File: src/rtl/pipelined_adder_pkg.sv
// Shared definitions for the chunked pipelined adder: operation encoding and
// the record that travels down the pipeline alongside each transaction.
package pipelined_adder_pkg;

  // Upper bound on WIDTH; payload vectors are sized to it and zero-extended.
  localparam int MAX_WIDTH = 64;

  localparam logic MODE_ADD = 1'b0;
  localparam logic MODE_ACC = 1'b1;

  typedef struct packed {
    logic                 valid;
    logic                 mode;
    logic                 carry;
    logic [MAX_WIDTH-1:0] sum;
    logic [MAX_WIDTH-1:0] a;
    logic [MAX_WIDTH-1:0] b;
  } stage_payload_t;

endpackage

File: src/rtl/adder_stage.sv
// One pipeline stage: adds chunk INDEX of the pending operands plus the incoming
// carry, writes that chunk of the partial sum, and registers the whole record.
module adder_stage
  import pipelined_adder_pkg::*;
#(
  parameter int CHUNK = 4,
  parameter int INDEX = 0
) (
  input  logic           clk,
  input  logic           reset_n,
  input  logic           advance,
  input  stage_payload_t din,
  output stage_payload_t dout
);

  logic [CHUNK:0] chunk_sum;
  stage_payload_t staged;

  always_comb begin
    chunk_sum = {1'b0, din.a[INDEX*CHUNK +: CHUNK]}
              + {1'b0, din.b[INDEX*CHUNK +: CHUNK]}
              + {{CHUNK{1'b0}}, din.carry};
    staged = din;
    staged.sum[INDEX*CHUNK +: CHUNK] = chunk_sum[CHUNK-1:0];
    staged.carry = chunk_sum[CHUNK];
  end

  always_ff @(posedge clk) begin
    if (!reset_n) begin
      dout <= '0;
    end else if (advance) begin
      dout <= staged;
    end
  end

endmodule

File: src/rtl/pipelined_adder.sv
// Pipelined adder/accumulator: WIDTH-bit add split into STAGES carry-chained
// chunks, with valid/ready handshakes and a single-in-flight accumulate mode.
module pipelined_adder
  import pipelined_adder_pkg::*;
#(
  parameter int WIDTH  = 8,
  parameter int STAGES = 2
) (
  input  logic             clk,
  input  logic             reset_n,
  input  logic             en,
  input  logic             in_valid,
  output logic             in_ready,
  input  logic [WIDTH-1:0] a,
  input  logic [WIDTH-1:0] b,
  input  logic             cin,
  input  logic             mode,
  input  logic             acc_clr,
  output logic             out_valid,
  input  logic             out_ready,
  output logic [WIDTH-1:0] sum,
  output logic             carry,
  output logic [WIDTH-1:0] acc
);

  localparam int CHUNK = WIDTH / STAGES;

  if (STAGES < 1 || WIDTH < 2 || WIDTH > MAX_WIDTH || (WIDTH % STAGES) != 0) begin : g_bad_params
    $error("pipelined_adder: WIDTH must be 2..MAX_WIDTH and a multiple of STAGES");
  end

  stage_payload_t   entry;
  stage_payload_t   stage_in  [STAGES];
  stage_payload_t   stage_out [STAGES];
  stage_payload_t   result;
  logic             advance;
  logic             acc_busy;
  logic [WIDTH-1:0] acc_q;

  assign result    = stage_out[STAGES-1];
  assign out_valid = result.valid;
  assign sum       = result.sum[WIDTH-1:0];
  assign carry     = result.carry;
  assign acc       = acc_q;
  assign advance   = en && (!out_valid || out_ready);
  assign in_ready  = reset_n && advance && !acc_busy;

  // An accumulate must see the previous accumulate's result, so only one may be in flight.
  always_comb begin
    acc_busy = 1'b0;
    for (int k = 0; k < STAGES; k++) begin
      if (stage_out[k].valid && (stage_out[k].mode == MODE_ACC)) begin
        acc_busy = 1'b1;
      end
    end
  end

  always_comb begin
    entry       = '0;
    entry.valid = in_valid && in_ready;
    entry.mode  = mode;
    entry.carry = cin;
    entry.a     = MAX_WIDTH'(a);
    entry.b     = (mode == MODE_ACC) ? MAX_WIDTH'(acc_q) : MAX_WIDTH'(b);
  end

  for (genvar k = 0; k < STAGES; k++) begin : g_stage
    if (k == 0) begin : g_first
      assign stage_in[k] = entry;
    end else begin : g_chain
      assign stage_in[k] = stage_out[k-1];
    end

    adder_stage #(
      .CHUNK (CHUNK),
      .INDEX (k)
    ) u_stage (
      .clk     (clk),
      .reset_n (reset_n),
      .advance (advance),
      .din     (stage_in[k]),
      .dout    (stage_out[k])
    );
  end

  // Clear takes priority over loading a completing accumulate result.
  always_ff @(posedge clk) begin
    if (!reset_n) begin
      acc_q <= '0;
    end else if (en) begin
      if (acc_clr) begin
        acc_q <= '0;
      end else if (out_valid && out_ready && (result.mode == MODE_ACC)) begin
        acc_q <= sum;
      end
    end
  end

  logic unused_payload;
  assign unused_payload = ^{result.a, result.b, result.sum};

endmodule

File: config.mk
export PLATFORM = sky130hd
export DESIGN_NAME = pipelined_adder
export DESIGN_NICKNAME = d
export VERILOG_FILES = /design/src/rtl/pipelined_adder_pkg.sv /design/src/rtl/adder_stage.sv /design/src/rtl/pipelined_adder.sv
export SDC_FILE = /design/constraint.sdc
export NUM_CORES = 1
export LEC_CHECK = 0
export ABC_AREA = 1
export ABC_CLOCK_PERIOD_IN_PS = 2400
export CAP_MARGIN = 20
export CORE_UTILIZATION = 65
export DETAILED_ROUTE_END_ITERATION = 7
export HOLD_SLACK_MARGIN = 0.05
export PLACE_DENSITY = 0.84
export SYNTH_ARGS = -nofsm -noshare
export SYNTH_HDL_FRONTEND = slang
export SYNTH_HIERARCHICAL = 1
export SYNTH_SLANG_ARGS = --single-unit
export TNS_END_PERCENT = 20
File: constraint.sdc
create_clock -name clk -period 2.4 [get_ports clk]
set_clock_uncertainty 0.05 [all_clocks]
set_input_delay 0.24 -clock clk [delete_from_list [all_inputs] [get_ports clk]]
set_output_delay 0.24 -clock clk [all_outputs]
set_load 0.05 [all_outputs]
# [After elaboration in Yosys (flattened, before gate mapping)]
# Cells that the tools add are included.
[classes] n_eq_ne=0 n_lt_le_gt_ge=0 shift=0 muxes=5 n_bitwise=0 div_mod_pow=0 add_sub_neg=4 reduce_logical=13 mul=0
[ops] operator="8-bit two-way mux" count=3
[ops] operator="4-bit by 4-bit adder with 5-bit output" count=2
[ops] operator="5-bit by 1-bit adder with 5-bit output" count=2
[ops] operator="1-bit logical AND" count=8
[ops] operator="1-bit logical NOT" count=2
[ops] operator="1-bit two-way mux" count=2
[ops] operator="2-bit AND reduction" count=1
[ops] operator="2-bit nonzero test" count=1
[ops] operator="1-bit logical OR" count=1
[word_totals] ff_bits=42 word_cells=33 latchBits=0 ramBits=0 rom_bits=0 inputBits=24 memories=0 out_inout_bits=19

# [Depth between registers and ports, before layout]
# Gate-level depths: netlist of the first run.
[logic_depth] depth_word=6 ltp_mapped=10 depth_no_buf=8

# [Hierarchy]
# Netlist of the first run, hierarchy kept.
[modules_own_cells] mod="adder_stage" cells_each=868 n_inst=2 area_each_um2=6911.6 seq_area_each_um2=3903.7
[modules_own_cells] mod="pipelined_adder" cells_each=74 n_inst=1 area_each_um2=531.8 seq_area_each_um2=160.2

# [Worst setup path after synthesis of the first run]
# No wires, ideal clock.
[synth_path] path_kind="reg-to-reg" startpoint="register acc_q[0] (netlist: acc[0])" endpoint="register g_stage[0].u_stage/dout[129] (netlist name)" slack_ps=410 required_time_ps=2280 n_path_buf=0 period_less_slack_ps=1990 path_stages_with_launch=6 arrival_ps=1871 cell_sequence="dfxtp_1 -> mux2_2 -> fa_1 -> inv_1 -> fa_1 -> a21oi_1"
[synth_rtl] element="start: declaration" line_no="pipelined_adder.sv:38" text="logic [WIDTH-1:0] acc_q;"
[synth_rtl] element="start signal: assignment" line_no="pipelined_adder.sv:94" text="acc_q <= sum;"
[synth_rtl] element="end signal: assignment" line_no="adder_stage.sv:32" text="dout <= staged;"
[synth_rtl] element="end: declaration" line_no="adder_stage.sv:13" text="output stage_payload_t dout"

==> out/results.tsv, run 1 <==
stage	metric	value	unit
sta	maximum clock rate	0.509	GHz
run	maxcap violations	0	
floorplanning	io pins	43	
placed_design	Post-DP HPWL	2650	um
critical_path	most frequent CP cell	fa_1	
critical_path	CP Max Fanout	3	
global_routing	total gr overflow	0	
global_routing	largest net degree at the start of global routing	33	
final_layout	area of the multi-input gates	903	sq um
sta	Setup TNS	0	ns
drt	DRT iter0 DRCs	69	
power	clock power share	24.2	%
final_layout	commonest cells after routing, fill and taps aside	nor2_1, clkdlybuf4s50_1, dfxtp_1, nand2_1, o21ai_0	
sta	fin crit share	81.8	%
drt	via density per instance	5.18	
critical_path	CP required	2.62	ns
critical_path	kind of start point of the critical path	input pin	
global_routing	initial antenna violation count	0	
synth	Syn Area/Cell	7.42	sq um
sta	Hold Violations, Final	0	
power	Psw	448	uW
final_layout	design area	0.00224	sq mm
clocking	Worst-Skew Late Latency	0.33	ns
sta	Tmin final	1.96	ns
power	combinational power share	28.4	%
clocking	# hold bufs at CTS	0	
synth	Post-Synthesis Cell Area	0.00197	sq mm
final_layout	Syn-to-layout area delta	13.6	%
clocking	H-Tree Depth	2	
floorplanning	Horiz. Die Dim	57.1	um
final_layout	Layout Nets	311	
drt	final WL	3600	um
critical_path	critical path type	in2reg	
placed_design	Final GP Congestion	0.829	
placed_design	DP Area	0.00218	sq mm
power	Internal	915	uW
synth	Post-Syn Instances	266	
power	switching share of power	32.9	%
synth	Warnings, synthesis	6	
placed_design	I/O Buffers	42	
global_routing	gr usage total	25.7	%
floorplanning	cell row count	19	
critical_path	CP Buf/Inv Count	2	
clocking	CTS sink count	34	
clocking	CTS Buffer Depth	2	
min_path	min-delay worst type	in2reg	
critical_path	r2r setup slk	0.56	ns
clocking	Post-CTS Setup Bufs	0	
floorplanning	Die Ht	57.1	um
drt	post-detailed-route count of antenna-violating nets	0	
floorplanning	Total Die Area	0.00326	sq mm
floorplanning	Initial Util	70.4	%
run_status	status	finished, violations left	
floorplanning	Core Area	0.00281	sq mm
drt	via count	1601	
sta	Slew headroom	66.5	%
clocking	root buffer cell	clkbuf_4	
sta	Worst-Margin Slew	0.501	ns
drt	Routed WL per cell	11.7	um
critical_path	CP top delay family	adder cells	
final_layout	most common cell after layout, fill and taps aside	nor2_1	
final_layout	Reg area	681	sq um
power	Static Leak	0.00100	uW
final_layout	filler cell count	214	
critical_path	Max stage delay on crit path	0.50	ns
power	Pwr per Cell Area	608	mW/mm^2
power	Sequential Power Share	47.3	%
critical_path	crit-path cells	clkdlybuf4s50_1 -> mux2_2 -> fa_1 -> inv_1 -> fa_1 -> a21oi_1	
clocking	post-cts sizing count	0	
drt	DR pass1 iterations	6	
final_layout	share of layout cells above drive strength 1	8.99	%
synth	net count after synthesis	300	
clocking	CTS tree	built	
global_routing	first-pass GRT wire length	6380	um
clocking	Num CTS Buffers	5	
sta	Finish-stage setup viols	0	
drt	DRC	8	
critical_path	Worst Setup End Kind	register	
critical_path	Slowest-stage cell, CP	clkdlybuf4s50_1	
sta	RSZ-0062 raised after global routing	false	
run_status	failing checks	design-rule violations	
critical_path	crit path DAT	2.19	ns
power	maximum vdd drop	0.413	mV
final_layout	antenna cell count	0	
clocking	clk slew on worst S/H paths	0.10	ns
global_routing	vias in the first global route	1435	
sta	final slew viol count	0	
-- flip-flops by register name (all words and copies together), names as in the netlist --
| name | cells |
|---|---|
| acc | 8 |
| g_stage.u_stage/dout | 26 |
-- per-layer routing --
layer	vias to the layer above	GRT usage (%)	wire, um
met5	-	0	0
met4	0	10.5	61
met3	8	6.35	163
met2	45	36.8	1510
met1	715	37.1	1870
li1	833	-	-
-- final cells by class --
class	count	area share, %
multi-input combinational	167	40.3
sequential	34	30.4
timing repair buffer	46	21.1
inverter	23	3.85
clock buffer	7	2.46
tap	31	1.73
clock inverter	1	0.223
-- power by group through the flow --
stage | sequential, uW | clock [uW] | combinational [uW]
2_1_floorplan | 729 | 0 | 231
3_3_place_gp | 657 | 0 | 381
3_5_place_dp | 657 | 0 | 387
4_1_cts | 644 | 336 | 388
5_1_grt | 651 | 360 | 430
6_report | 645 | 330 | 388
-- path summary, 6_finish.rpt --
path / start / to / cells after the start
max: mode / g_stage[0].u_stage/dout[129] / 6
min: a[6] / g_stage[0].u_stage/dout[70] / 3
max reg2reg: acc[0] / g_stage[0].u_stage/dout[129] / 5
min reg2reg: g_stage[0].u_stage/dout[129] / g_stage[1].u_stage/dout[129] / 2
-- worst reg2reg max path, stage by stage, from the launching register on --
cell and delay (ns):
dfxtp_1 0.35, mux2_2 0.29, fa_1 0.46, inv_1 0.09, fa_1 0.41, a21oi_1 0.14
-- per-stage QoR --
stage / power [uW] / util, % / setup WS (ns) / hold slack (ns) / std cells
finish: 1360 / 79.9 / 0.436 / 0.426 / 309
floorplan: 961 / - / 0.421 / 0.324 / 266
detailed placement: 1040 / 77.8 / 0.0819 / 0.416 / 301
global placement: 1040 / 77.8 / 0.138 / 0.416 / 301
CTS: 1370 / 79.9 / 0.434 / 0.418 / 309
global route: 1440 / 79.9 / 0.349 / 0.459 / 309
Power figures use the tool's default switching activity.
==> inputs of run 2 (changes only) <==
- ABC_CLOCK_PERIOD_IN_PS: 2400 -> 1800
- CORE_UTILIZATION: 65 -> 59
- PLACE_DENSITY: 0.84 -> 0.8
- clock period: 2.4 -> 1.8 ns (I/O delays scaled with it)
==> run 2 against run 1 <==
The run now ends clean. First-iteration DRC count unchanged. Clock-buffer cell count shrank 1. Sequential power grew 33%. Non-clock buffer count up 6. Largest power group unchanged. Critical path depth decreased by 5. Worst hold slack lost 0.068 ns. Via count increased by 2.7%. Register-to-register slack got worse by 0.45 ns.
==> out/results.tsv, run 2 (same netlist as run 1, synthesis figures left out) <==
stage	metric	value	unit	change
floorplanning	Horiz. Die Dim	59.9	um	was 57.1 um
floorplanning	io pins	43		unchanged
min_path	min-delay worst type	in2reg		unchanged
sta	Hold Violations, Final	0		unchanged
placed_design	DP Area	0.00224	sq mm	was 0.00218 sq mm
clocking	clk slew on worst S/H paths	0.11	ns	was 0.10 ns
sta	Finish-stage setup viols	0		unchanged
drt	via count	1644		was 1,601
clocking	# hold bufs at CTS	0		unchanged
critical_path	r2r setup slk	0.11	ns	was 0.56 ns
drt	final WL	3960	um	was 3600 um
critical_path	CP required	1.57	ns	was 2.62 ns
critical_path	crit-path cells	clkdlybuf4s50_1		was clkdlybuf4s50_1 -> mux2_2 -> fa_1 -> inv_1 -> fa_1 -> a21oi_1
final_layout	Layout Nets	317		was 311
sta	fin crit share	97.9	%	
critical_path	kind of start point of the critical path	register		was input pin
final_layout	antenna cell count	0		unchanged
drt	DRT iter0 DRCs	69		unchanged
drt	via density per instance	5.01		was 5.18
clocking	H-Tree Depth	2		unchanged
sta	hold_ws	0.359	ns	was 0.426 ns
power	maximum vdd drop	0.444	mV	was 0.413 mV
critical_path	CP Buf/Inv Count	1		was 2
run	maxcap violations	0		unchanged
floorplanning	Total Die Area	0.00358	sq mm	was 0.00326 sq mm
floorplanning	Initial Util	63.6	%	was 70.4%
global_routing	first-pass GRT wire length	6470	um	was 6380 um
critical_path	critical path type	reg2out		was in2reg
drt	DRC	0		was 8
run_status	status	finished, final reports clean		was finished, violations left
global_routing	vias in the first global route	1493		was 1,435
power	Static Leak	0.00121	uW	was 0.00100 uW
clocking	Worst-Skew Late Latency	0.35	ns	was 0.33 ns
global_routing	total gr overflow	0		unchanged
min_path	hold path start	a[4]		was a[6]
drt	post-detailed-route count of antenna-violating nets	0		unchanged
global_routing	gr usage total	24.9	%	was 25.7%
sta	final slew viol count	0		unchanged
floorplanning	Core Area	0.00310	sq mm	was 0.00281 sq mm
critical_path	CP Max Fanout	3		unchanged
critical_path	CP Launch Point	g_stage[1].u_stage/dout[134]		was mode
drt	DR pass1 iterations	4		was 6
sta	Setup TNS	0	ns	unchanged
clocking	root buffer cell	clkbuf_4		unchanged
final_layout	share of layout cells above drive strength 1	12.3	%	was 8.99%
sta	Tmin final	1.76	ns	
global_routing	largest net degree at the start of global routing	20		was 33
clocking	CTS tree	built		unchanged
final_layout	max FFs per register	26		unchanged
final_layout	commonest cells after routing, fill and taps aside	nor2_1, dfxtp_1, nand2_1, clkdlybuf4s50_1, o21ai_0		was nor2_1, clkdlybuf4s50_1, dfxtp_1, nand2_1, o21ai_0
critical_path	Slowest-stage cell, CP	clkdlybuf4s50_1		unchanged
sta	Slew headroom	65.9	%	was 66.5%
clocking	CTS Buffer Depth	2		unchanged
final_layout	Util after Layout	75.2	%	was 79.9%
clocking	Num CTS Buffers	5		unchanged
sta	RSZ-0062 raised after global routing	false		unchanged
placed_design	Final GP Congestion	0.819		was 0.829
critical_path	Worst Setup End Kind	primary output		was register
drt	Routed WL per cell	12.1	um	was 11.7 um
sta	Worst-Margin Slew	0.511	ns	was 0.501 ns
critical_path	crit path DAT	1.53	ns	was 2.19 ns
final_layout	most common cell after layout, fill and taps aside	nor2_1		unchanged
power	Pwr per Cell Area	793	mW/mm^2	was 608 mW/mm^2
placed_design	I/O Buffers	42		unchanged
power	Power, Total	1850	uW	was 1360 uW
critical_path	CP top delay family	buffers and inverters		was adder cells
critical_path	R2R Path Start	acc[0]		unchanged
placed_design	Post-DP HPWL	2990	um	was 2650 um
clocking	CTS sink count	34		unchanged
final_layout	Syn-to-layout area delta	18.1	%	was 13.6%
critical_path	Max stage delay on crit path	0.82	ns	was 0.50 ns
floorplanning	Die Ht	59.9	um	was 57.1 um
floorplanning	cell row count	20		was 19
global_routing	initial antenna violation count	0		unchanged
final_layout	Reg with most FFs	g_stage.u_stage/dout		unchanged
final_layout	design area	0.00233	sq mm	was 0.00224 sq mm
sta	maximum clock rate	0.568	GHz	
==> run 2: cell types whose count changed in the layout (fill, tap and decap cells not counted), sizes merged <==
| cell | previous run | this run |
|---|---|---|
| buf | 5 | 11 |
| dlygate4sd2 | 0 | 3 |
| clkbuf | 7 | 6 |
| clkinvlp | 0 | 1 |
| clkdlybuf4s50 | 41 | 27 |
| dlymetal6s2s | 0 | 11 |
==> run 2: worst paths after layout <==
path	end	cells after the start
worst max-delay path	sum[6]	1
worst min-delay path	g_stage[0].u_stage/dout[68]	3
worst min register to register	g_stage[1].u_stage/dout[130]	2
worst max register to register	g_stage[0].u_stage/dout[129]	5
==> run 2: area by class of cell <==
| cell class | instances | area, sq um |
|---|---|---|
| multi-input cells | 167 | 913 |
| fillers | 277 | 771 |
| flip-flops and latches | 34 | 684 |
| repair buffers | 52 | 529 |
| inverters | 23 | 86.3 |
| well taps | 44 | 55.1 |
| clock buffers | 6 | 51.3 |
| clock inverters | 2 | 12.5 |
==> run 2: through the flow <==
step                      setup slack [ns]  instances
after detailed placement            -0.355        320
after floorplan                   -0.00888        266
after global routing               0.00138        328
after global placement              -0.320        320
after CTS                          0.00591        328
final                               0.0384        328
==> run 2: what timing repair did <==
item	in CTS	in global routing
pin swaps	0	2
buffers inserted	0	0
resized for setup	3	14
endpoints found under the setup margin	3	14
==> run 2: power breakdown <==
group | leakage (uW) | total, uW | switching, uW | internal (uW)
registers | 0.000282 | 860 | 45.7 | 814
clock network | 0.0000343 | 460 | 273 | 188
logic | 0.000895 | 529 | 307 | 222
total | 0.00121 | 1850 | 626 | 1220
==> run 2: layer usage <==
metal	up-vias	routed length [um]	track usage (%)
met5	-	0	0
met4	0	63	11.0
met3	7	220	6.06
met2	52	1890	42.2
met1	738	1790	29.6
li1	847	-	-
